==> src/rtl/rf_wb_queue_pkg.sv <==
// Shared types and constants for the register-file writeback queue.
// Selector width and the default data width are fixed by the 8-entry register file.
package rf_wb_queue_pkg;

    localparam int DATA_WIDTH_DEF = 16;
    localparam int REG_SEL_W      = 3;
    localparam int NUM_REGS       = 8;

    typedef logic [REG_SEL_W-1:0] reg_sel_t;

    // Entry layout at the default data width; the storage keeps the same field order.
    typedef struct packed {
        reg_sel_t                  rsel;
        logic [DATA_WIDTH_DEF-1:0] data;
    } wb_entry_t;

    // True when a live entry targets the register a reader is asking for.
    function automatic logic sel_match(
        input logic     valid,
        input reg_sel_t ent_sel,
        input reg_sel_t rd_sel
    );
        return valid && (ent_sel == rd_sel);
    endfunction

endpackage

==> src/rtl/rf_wb_fifo_mem.sv <==
// Entry storage for the writeback queue: two write ports, one head read port,
// and the full valid/reg/data view the forwarding search scans.
module rf_wb_fifo_mem
    import rf_wb_queue_pkg::*;
#(
    parameter int DATA_WIDTH = DATA_WIDTH_DEF,
    parameter int DEPTH      = 4,
    localparam int PTR_W     = $clog2(DEPTH)
) (
    input  logic                            clk,
    input  logic                            rst,
    input  logic                            wr0_en,
    input  logic [PTR_W-1:0]                wr0_idx,
    input  reg_sel_t                        wr0_reg,
    input  logic [DATA_WIDTH-1:0]           wr0_data,
    input  logic                            wr1_en,
    input  logic [PTR_W-1:0]                wr1_idx,
    input  reg_sel_t                        wr1_reg,
    input  logic [DATA_WIDTH-1:0]           wr1_data,
    input  logic                            pop_en,
    input  logic [PTR_W-1:0]                pop_idx,
    input  logic [PTR_W-1:0]                rd_idx,
    output reg_sel_t                        rd_reg,
    output logic [DATA_WIDTH-1:0]           rd_data,
    output logic [DEPTH-1:0]                ent_valid,
    output reg_sel_t [DEPTH-1:0]            ent_reg,
    output logic [DEPTH-1:0][DATA_WIDTH-1:0] ent_data
);

    logic [DEPTH-1:0]                 valid_r;
    reg_sel_t [DEPTH-1:0]             reg_r;
    logic [DEPTH-1:0][DATA_WIDTH-1:0] data_r;

    // Per-slot update; a write beats a pop of the same slot (full-depth pop+push case).
    always_ff @(posedge clk or posedge rst) begin
        if (rst) begin
            valid_r <= '0;
            reg_r   <= '0;
            data_r  <= '0;
        end else begin
            for (int i = 0; i < DEPTH; i++) begin
                if (wr0_en && (wr0_idx == PTR_W'(i))) begin
                    valid_r[i] <= 1'b1;
                    reg_r[i]   <= wr0_reg;
                    data_r[i]  <= wr0_data;
                end else if (wr1_en && (wr1_idx == PTR_W'(i))) begin
                    valid_r[i] <= 1'b1;
                    reg_r[i]   <= wr1_reg;
                    data_r[i]  <= wr1_data;
                end else if (pop_en && (pop_idx == PTR_W'(i))) begin
                    valid_r[i] <= 1'b0;
                end
            end
        end
    end

    assign rd_reg    = reg_r[rd_idx];
    assign rd_data   = data_r[rd_idx];
    assign ent_valid = valid_r;
    assign ent_reg   = reg_r;
    assign ent_data  = data_r;

endmodule

==> src/rtl/rf_wb_queue.sv <==
// Writeback queue: arbitrates ALU (A) and memory (B) results into an in-order FIFO,
// drains one entry per cycle into the register file, and forwards pending results.
module rf_wb_queue
    import rf_wb_queue_pkg::*;
#(
    parameter int DATA_WIDTH = DATA_WIDTH_DEF,
    parameter int DEPTH      = 4
) (
    input  logic                  clk,
    input  logic                  rst,
    input  logic                  a_valid,
    input  logic [2:0]            a_reg,
    input  logic [DATA_WIDTH-1:0] a_data,
    output logic                  a_ready,
    input  logic                  b_valid,
    input  logic [2:0]            b_reg,
    input  logic [DATA_WIDTH-1:0] b_data,
    output logic                  b_ready,
    output logic [2:0]            writeregsel,
    output logic [DATA_WIDTH-1:0] writedata,
    output logic                  write,
    input  logic [2:0]            rd1_sel,
    output logic                  rd1_hit,
    output logic [DATA_WIDTH-1:0] rd1_data,
    input  logic [2:0]            rd2_sel,
    output logic                  rd2_hit,
    output logic [DATA_WIDTH-1:0] rd2_data,
    output logic                  err
);

    localparam int PTR_W = $clog2(DEPTH);
    localparam int CNT_W = PTR_W + 1;

    logic [CNT_W-1:0]                 count_r;
    logic [PTR_W-1:0]                 head_r;
    logic [PTR_W-1:0]                 tail_r;

    logic                             pop_s;
    logic [CNT_W-1:0]                 free_s;
    logic                             acc_a_s;
    logic                             acc_b_s;
    logic [PTR_W-1:0]                 b_idx_s;
    logic [PTR_W-1:0]                 tail_next_s;
    logic [CNT_W-1:0]                 count_next_s;
    reg_sel_t                         head_reg_s;
    logic [DATA_WIDTH-1:0]            head_data_s;
    logic [DEPTH-1:0]                 ent_valid_s;
    reg_sel_t [DEPTH-1:0]             ent_reg_s;
    logic [DEPTH-1:0][DATA_WIDTH-1:0] ent_data_s;
    logic [DATA_WIDTH:0]              fwd1_s;
    logic [DATA_WIDTH:0]              fwd2_s;

    // Youngest live match wins: scan oldest to youngest from head, later hits overwrite.
    function automatic logic [DATA_WIDTH:0] fwd_lookup(
        input reg_sel_t                         sel,
        input logic [PTR_W-1:0]                 head,
        input logic [DEPTH-1:0]                 valid,
        input reg_sel_t [DEPTH-1:0]             regs,
        input logic [DEPTH-1:0][DATA_WIDTH-1:0] data
    );
        logic [DATA_WIDTH:0] res;
        logic [PTR_W-1:0]    idx;
        res = '0;
        for (int k = 0; k < DEPTH; k++) begin
            idx = head + PTR_W'(k);
            res = sel_match(valid[idx], regs[idx], sel) ? {1'b1, data[idx]} : res;
        end
        return res;
    endfunction

    rf_wb_fifo_mem #(
        .DATA_WIDTH (DATA_WIDTH),
        .DEPTH      (DEPTH)
    ) u_mem (
        .clk       (clk),
        .rst       (rst),
        .wr0_en    (acc_a_s),
        .wr0_idx   (tail_r),
        .wr0_reg   (a_reg),
        .wr0_data  (a_data),
        .wr1_en    (acc_b_s),
        .wr1_idx   (b_idx_s),
        .wr1_reg   (b_reg),
        .wr1_data  (b_data),
        .pop_en    (pop_s),
        .pop_idx   (head_r),
        .rd_idx    (head_r),
        .rd_reg    (head_reg_s),
        .rd_data   (head_data_s),
        .ent_valid (ent_valid_s),
        .ent_reg   (ent_reg_s),
        .ent_data  (ent_data_s)
    );

    // Slots usable this cycle include the one freed by the head draining at this edge.
    always_comb begin
        pop_s  = (count_r != CNT_W'(0));
        free_s = CNT_W'(DEPTH) - count_r + CNT_W'(pop_s);
    end

    // Handshake: B needs a second slot when A is also presenting, since A is enqueued first.
    always_comb begin
        a_ready = (free_s >= CNT_W'(1));
        if (a_valid) begin
            b_ready = (free_s >= CNT_W'(2));
        end else begin
            b_ready = (free_s >= CNT_W'(1));
        end
        acc_a_s = a_valid & a_ready;
        acc_b_s = b_valid & b_ready;
        err     = a_valid & b_valid & a_ready & b_ready & (a_reg == b_reg);
    end

    // Pointer and occupancy arithmetic for the next edge.
    always_comb begin
        b_idx_s      = tail_r + PTR_W'(acc_a_s);
        tail_next_s  = tail_r + PTR_W'(acc_a_s) + PTR_W'(acc_b_s);
        count_next_s = count_r - CNT_W'(pop_s) + CNT_W'(acc_a_s) + CNT_W'(acc_b_s);
    end

    // Queue control state.
    always_ff @(posedge clk or posedge rst) begin
        if (rst) begin
            count_r <= '0;
            head_r  <= '0;
            tail_r  <= '0;
        end else begin
            count_r <= count_next_s;
            head_r  <= head_r + PTR_W'(pop_s);
            tail_r  <= tail_next_s;
        end
    end

    // Register-file write port driven straight from the head entry, zero when empty.
    always_comb begin
        write = pop_s;
        if (pop_s) begin
            writeregsel = head_reg_s;
            writedata   = head_data_s;
        end else begin
            writeregsel = 3'd0;
            writedata   = '0;
        end
    end

    // Forwarding for both decode read ports.
    always_comb begin
        fwd1_s   = fwd_lookup(rd1_sel, head_r, ent_valid_s, ent_reg_s, ent_data_s);
        fwd2_s   = fwd_lookup(rd2_sel, head_r, ent_valid_s, ent_reg_s, ent_data_s);
        rd1_hit  = fwd1_s[DATA_WIDTH];
        rd1_data = fwd1_s[DATA_WIDTH-1:0];
        rd2_hit  = fwd2_s[DATA_WIDTH];
        rd2_data = fwd2_s[DATA_WIDTH-1:0];
    end

endmodule

==> config.mk <==
export PLATFORM = sky130hd
export DESIGN_NAME = rf_wb_queue
export DESIGN_NICKNAME = d
export VERILOG_FILES = /design/src/rtl/rf_wb_queue_pkg.sv /design/src/rtl/rf_wb_fifo_mem.sv /design/src/rtl/rf_wb_queue.sv
export SDC_FILE = /design/constraint.sdc
export NUM_CORES = 1
export LEC_CHECK = 0
export BUFFER_PORTS_ARGS = -buffer_cell sky130_fd_sc_hd__buf_2
export CORE_ASPECT_RATIO = 0.7
export CORE_MARGIN = 2
export CORE_UTILIZATION = 25
export CTS_CLUSTER_SIZE = 16
export DETAILED_ROUTE_END_ITERATION = 7
export GPL_TIMING_DRIVEN = 0
export PLACE_DENSITY_LB_ADDON = 0.25
export RECOVER_POWER = 50
export SYNTH_ARGS = -nofsm -noshare
export SYNTH_HDL_FRONTEND = slang
export SYNTH_SLANG_ARGS = --single-unit
==> constraint.sdc <==
create_clock -name clk -period 5.3 [get_ports clk]
set_input_delay 0.795 -clock clk [delete_from_list [all_inputs] [get_ports clk]]
set_output_delay 0.795 -clock clk [all_outputs]
set_load 0.01 [all_outputs]
==> results.cfg, run 1 <==
[outcome]
status = finished with violations
violations = max-capacitance violations, max-slew violations

[yosys]
syn_nets = 825
synth_common_cells = mux2i_1, nor2_1, dfrtp_1, a21oi_1, mux4_2
netlist_top_cells_area = dfrtp_1, mux4_2, mux2i_1
synth.distinct_cells = 42
syn_avg_cell_area_um2 = 10.3
ys_seq_elements = 87
yosysMostFrequentCell = mux2i_1
ys_seq_area_share_pct = 27.5
synth_top_area_share_pct = 27.5
async_reset_ff_share_pct = 100
synth-main-ff-cell = dfrtp_1
synth_largest_area_cell = dfrtp_1
syn_area_um2 = 7910
synthCells = 766
yosysWarnings = 0
synth-edff-count = 0

[final_layout]
ff_latch_area_um2 = 2180
multi_input_area_um2 = 5390
synthToLayoutAreaGrowth_pct = 18.8
drive_gt1_share_pct = 30.5
nets = 937
fin_area_um2 = 9400
fillers = 3266
largest_register_ffs = 64

[worst_setup_path]
crit_chain = buf_6 > buf_12 > buf_12 > buf_6 > inv_1 > ha_2 > buf_6 > mux4_1 > nand4_1 > clkbuf_1 > nor2_1 > a211oi_2 > buf_2
crit_top_cell = buf_6
critPathRequiredTime_ps = 4510
cp.arrival_ps = 4280
end_kind = output port
critPathSlowestCell = clkbuf_1
slowest_delay_ps = 630
crit_family = buffers and inverters
critical_path_class = register to output port
worstSetupPathDepth = 13
cp_max_fo = 19
r2r.worst_path.cells = 17
start_kind = register
crit_buf_inv = 8

[clock_tree]
path_clk_slew_ps = 70
cts_hold_buf = 0
clk_latency_ps = 380
tritoncts = built
numCtsBuffers = 9
h-tree-depth = 3
cts_sinks = 87
ctsLongestPathBuffers = 2
cts_root_buffer = clkbuf_16
cts_setup_buffers = 0

[timing]
setup_viol = 0
rsz0062_at_grt = no
holdWs_ps = 521
min_period_ps = 5080
post-route-period-util_pct = 95.8
max_slew_margin_pct = -76.9
worst_slew_pin_slew_ps = 2650
report.final.slew_viol_count = 90
hold_viol = 0
fmax_mhz = 197
fin_skew_ps = 8.74

[place]
placed_cell_area_um2 = 8990
hpwl_um = 23100
gp_congestion = 0.928
port_buffers = 104

[die]
fp.dieArea_um2 = 33100
start_util_pct = 25.4
pin_count = 105
die_h_um = 153
core-area_um2 = 31100
num_rows = 54
dieWidth_um = 217

[routing]
vias = 7227
final_antenna_net_count = 0
dr.pass1.iters = 5
wirelength_um = 32500
wl_per_cell_um = 24.9
viasPerCell = 5.54
drc = 0
drt_iter0_drc = 935

[grt]
grt_overflow = 0
grt_usage_pct = 20.0
antenna_found_initial = 1
grt_pass1_vias = 6966
grt_max_degree = 54
grt_first_pass_wirelength_um = 48200

[job]
maxCapViolations = 2

[min_path]
hold_class = register to register
holdPathStages = 1
stage by stage:
stage	setup WS [ps]	utilization, %	setup TNS, ps	std cells
4_1_cts	2.53	30.2	0	1306
6_report	223	30.2	0	1304
5_1_grt	36.5	30.2	0	1303
3_5_place_dp	-741	28.9	-24590	1291
2_1_floorplan	851	-	0	766
3_3_place_gp	-746	28.8	-22570	1290
layer usage:
layer | wire, um | share of wire, % | global-route usage (%) | vias up
li1 | - | - | - | 3133
met1 | 15600 | 48 | 30.6 | 3660
met2 | 13300 | 41 | 27.7 | 415
met3 | 3120 | 9.6 | 6.07 | 19
met4 | 423 | 1.3 | 2.87 | 0
met5 | 0 | 0 | 0 | -
layout by cell type (no fill, tap or decap), types with 10 or more instances in the layout:
cell,instances
nor2_1,93
mux4_2,74
dfrtp_1,85
nand2_1,60
o221ai_1,12
inv_1,11
clkbuf_1,23
nor3_1,16
xnor2_1,23
nor4_1,22
mux2i_1,107
a21oi_1,76
and2_1,10
buf_2,118
final cells by class:
| cell class | count | share of cell area [%] |
|---|---|---|
| sequential | 87 | 23.2 |
| inverter | 12 | 0.493 |
| timing repair buffer | 105 | 5.57 |
| clock buffer | 10 | 2.54 |
| tap | 420 | 5.59 |
| clock inverter | 6 | 0.719 |
| buffer | 67 | 4.49 |
| multi-input combinational | 596 | 57.4 |
| antenna | 1 | 0.0266 |
final timing paths:
kind,start,to,slack [ps]
setup / recovery,head_r[0]$_DFF_PP0_,rd1_data[10],220
hold / removal,count_r[2]$_DFF_PP0_,count_r[2]$_DFF_PP0_,520
setup reg to reg,count_r[2]$_DFF_PP0_,u_mem.ent_data[5]$_DFFE_PP0P_,450
hold reg to reg,count_r[2]$_DFF_PP0_,count_r[2]$_DFF_PP0_,520
max in group asynchronous,rst,head_r[1]$_DFF_PP0_,910
min in group asynchronous,rst,u_mem.ent_data[45]$_DFFE_PP0P_,810
kinds of logic after synthesis:
group,Yosys count,share of synthesized area [%]
buffers and inverters,83,5.42
AO/OA/AOI/OAI,124,9.80
adder cells (fa/ha/maj),11,1.83
AND/OR/NAND/NOR,239,14.7
multiplexers,187,36.6
flip-flops,87,27.5
XOR/XNOR,35,4.16
timing repair:
action | CTS | global route
resized for setup | 36 | 16
pin swaps | 0 | 1
endpoints found under the setup margin | 74 | 73
Power of run 1 is not shown: default switching activity piles up to over one toggle a cycle in this logic, so the estimate is an artifact.
==> inputs of run 2 (changes only) <==
Settings changed: RECOVER_POWER 50 to unset.
==> results.cfg, run 2 (synthesis gave the netlist of run 1 again) <==
[die]
start_util_pct = 25.4
core-area_um2 = 31100
pin_count = 105
die_h_um = 153
fp.dieArea_um2 = 33100
dieWidth_um = 217
num_rows = 54

[clock_tree]
numCtsBuffers = 9
h-tree-depth = 3
cts_sinks = 87
cts_root_buffer = clkbuf_16
path_clk_slew_ps = 70
tritoncts = built
cts_hold_buf = 0
ctsLongestPathBuffers = 2
clk_latency_ps = 380

[job]
maxCapViolations = 0

[timing]
post-route-period-util_pct = 95.7
worst_slew_pin_slew_ps = 983
max_slew_margin_pct = 34.3
min_period_ps = 5070
setup-tns-final_ps = 0
fin_skew_ps = 8.89
fmax_mhz = 197
hold_viol = 0
setup_viol = 0
rsz0062_at_grt = no
report.final.slew_viol_count = 0

[min_path]
hold_class = input pin to async pin

[routing]
wirelength_um = 32300
final_antenna_net_count = 0
drt_iter0_drc = 895
top_layer = met4
drt-met1-wl_um = 15800
met2RoutedLength_um = 13100
wl_met3_um = 2970
vias = 7241
wl_per_cell_um = 24.8
viasPerCell = 5.55
dr.pass1.iters = 5
drc = 0

[worst_setup_path]
critPathRequiredTime_ps = 4510
crit_path_start = head_r[0]$_DFF_PP0_
cp.arrival_ps = 4270
r2r_slack_ps = 450
r2r.worst_path.cells = 17
cp_max_fo = 19
r2r_end = u_mem.ent_data[0]$_DFFE_PP0P_
end_kind = output port
regToRegStartpoint = count_r[2]$_DFF_PP0_
start_kind = register
critical_path_class = register to output port

[grt]
antenna_found_initial = 1
grt_pass1_vias = 6966
grt_usage_pct = 20.0
grt_first_pass_wirelength_um = 48200
grt_overflow = 0
grt_max_degree = 54

[final_layout]
fillers = 3261
final_common_cell = buf_2
synthToLayoutAreaGrowth_pct = 19.1
drive_gt1_share_pct = 31.5
mostFrequentLayoutCells = buf_2, mux2i_1, nor2_1
largest_register_ffs = 64
nets = 937
fin_area_um2 = 9430

[outcome]
status = complete, no violations

[place]
gp_congestion = 0.928
placed_cell_area_um2 = 8990
hpwl_um = 23100
port_buffers = 104
-- run 2: cell count changes in the layout (fill, tap and decap cells not counted) --
cell / delta
clkbuf_1: -8
buf_16: +1
and2_1: +9
and2_0: -9
clkinvlp_2: -1
buf_4: +1
inv_4: +1
clkdlybuf4s25_1: -1
buf_2: +7
-- run 2: cell type report --
class | count | area [um^2] | area share (%)
Multi-Input combinational cell | 596 | 5390 | 57.2
Sequential cell | 87 | 2180 | 23.1
Timing Repair Buffer | 105 | 548 | 5.81
Tap cell | 420 | 526 | 5.57
Buffer | 67 | 427 | 4.53
Clock buffer | 10 | 239 | 2.53
Clock inverter | 6 | 67.6 | 0.717
Inverter | 12 | 47.5 | 0.504
Antenna cell | 1 | 2.50 | 0.0265
-- run 2: repair_timing --
item	4_1_cts	5_1_grt
setup buffers	0	0
pin swaps	0	1
resized for setup	36	16
hold endpoints to repair	0	0
endpoints found under the setup margin	74	73
-- run 2: stage by stage --
step / cells / utilization, % / hold slack (ps) / worst slack, ps
2_1_floorplan: 766 / - / 479 / 851
5_1_grt: 1303 / 30.3 / 488 / 36.3
3_3_place_gp: 1290 / 28.8 / 516 / -746
6_report: 1304 / 30.3 / 450 / 231
3_5_place_dp: 1291 / 28.9 / 510 / -741
4_1_cts: 1306 / 30.2 / 455 / 2.53
-- run 2: worst max-delay path by stage --
stage	endpoint	depth (start not counted)
detailed placement	rd1_data[12]	13
finish	rd1_data[8]	15
global route	rd1_data[8]	15
floorplan	rd1_data[10]	13
global placement	rd1_data[11]	13
CTS	rd1_data[13]	16
-- run 2: worst max-delay path: stages (launching register included) --
cell	delay, ps
dfrtp_2	410
buf_6	180
buf_12	160
buf_12	200
buf_6	200
inv_1	100
ha_2	410
buf_6	210
mux4_2	570
xnor2_2	230
nand4_1	120
buf_4	210
buf_6	180
mux2i_1	140
a211oi_2	330
buf_2	190
-- run 2: metal layers --
layer,GRT usage [%],up-vias
met3,6.07,23
met2,27.7,400
met1,30.6,3680
li1,-,3138
met4,2.87,0
met5,0,-
Power of run 2 is left out for the same reason.
==> inputs of run 3 (changes only) <==
Settings changed: CORE_UTILIZATION 25 to 55.
==> results.cfg, run 3 (synthesis gave the netlist of run 1 again) <==
[routing]
wirelength_um = 26300
final_antenna_net_count = 0
viasPerCell = 6.89
wl_per_cell_um = 24.4
drc = 0
drt_iter0_drc = 1028
vias = 7410
dr.pass1.iters = 6

[min_path]
hold_class = input pin to async pin

[final_layout]
finalCoreUtilization_pct = 64.6
final_common_cell = buf_2
nets = 939
num_antenna_cells = 0
largest_register_ffs = 64
drive_gt1_share_pct = 29.5
mostFrequentLayoutCells = buf_2, mux2i_1, nor2_1
layoutNonFillerInstCount = 1075
fin_area_um2 = 9050
synthToLayoutAreaGrowth_pct = 14.4

[die]
pin_count = 105
start_util_pct = 56.5
fp.dieArea_um2 = 15400
die_h_um = 104
dieWidth_um = 147
core-area_um2 = 14000
num_rows = 36

[clock_tree]
path_clk_slew_ps = 70
cts_setup_buffers = 0
clk_latency_ps = 360
cts_root_buffer = clkbuf_16
cts_sinks = 87
h-tree-depth = 3
ctsLongestPathBuffers = 2
tritoncts = built
numCtsBuffers = 9

[timing]
report.final.slew_viol_count = 0
setup_viol = 0
worst_slew_pin_slew_ps = 855
max_slew_margin_pct = 43.0
hold_viol = 0
min_period_ps = 5180
setup-tns-final_ps = 0
rsz0062_at_grt = no
fin_skew_ps = 12.0
fmax_mhz = 193
post-route-period-util_pct = 97.7

[worst_setup_path]
r2r.worst_path.cells = 16
critPathRequiredTime_ps = 4510
start_kind = register
cp.arrival_ps = 4380
end_kind = output port
critical_path_class = register to output port
r2r_slack_ps = 310
cp_max_fo = 19

[grt]
grt_max_degree = 49
grt_usage_pct = 34.9
grt_first_pass_wirelength_um = 40800
antenna_found_initial = 0
grt_pass1_vias = 6952
grt_overflow = 0

[place]
gp_congestion = 1.01
hpwl_um = 19100
port_buffers = 104
placed_cells = 1061
placed_cell_area_um2 = 8700

[job]
maxCapViolations = 0

[outcome]
status = complete, no violations
==> run 3: changes by cell type in the layout (fill, tap and decap cells not counted), sizes merged <==
cell      change
clkinvlp      -1
diode         -1
clkbuf        +1
clkinv        +1
inv           +1
==> run 3: final timing paths <==
| kind | start | to |
|---|---|---|
| worst max-delay path | head_r[1]$_DFF_PP0_ | rd1_data[7] |
| min in group clk | count_r[2]$_DFF_PP0_ | count_r[2]$_DFF_PP0_ |
| worst min-delay path | rst | u_mem.ent_data[61]$_DFFE_PP0P_ |
| max in group asynchronous | rst | u_mem.ent_data[0]$_DFFE_PP0P_ |
| worst max register to register | count_r[2]$_DFF_PP0_ | u_mem.ent_data[50]$_DFFE_PP0P_ |
| worst min register to register | count_r[2]$_DFF_PP0_ | count_r[2]$_DFF_PP0_ |
==> run 3: worst max-delay path, cell delays in order (launching register included) <==
cell and delay [ps]:
dfrtp_1 560, buf_2 380, buf_6 320, inv_1 100
ha_2 400, buf_6 200, mux4_2 570, xnor2_2 180
nand4_1 90, buf_2 290, buf_6 250, mux2i_1 120
a211oi_1 350, buf_2 200
==> run 3: repair_timing <==
| action | in CTS | in global routing |
|---|---|---|
| gates resized for setup | 5 | 21 |
| gates cloned | 0 | 0 |
| setup endpoints to repair | 34 | 67 |
| hold buffers | 0 | 0 |
| pin swaps | 0 | 0 |
==> run 3: cell type report <==
class | count | area, um^2
flip-flops and latches | 87 | 2180
inverters | 12 | 47.5
repair buffers | 105 | 548
clock buffers | 9 | 225
multi-input cells | 596 | 5330
fillers | 1175 | 4960
plain buffers | 69 | 408
well taps | 190 | 238
clock inverters | 7 | 77.6
==> run 3: metal layers <==
layer / share of wire, % / global-route usage (%) / vias to the layer above
met5: 0 / 0 / -
met4: 3.6 / 12.2 / 0
met3: 13 / 9.65 / 78
met2: 41 / 48.4 / 579
met1: 42 / 52.3 / 3609
li1: - / - / 3144
==> run 3: through the flow <==
step	hold WS (ps)	setup WS, ps
2_1_floorplan	479	851
3_5_place_dp	525	-327
4_1_cts	498	1.06
5_1_grt	525	2.29
3_3_place_gp	521	-292
6_report	484	121
Power of run 3 is left out for the same reason.
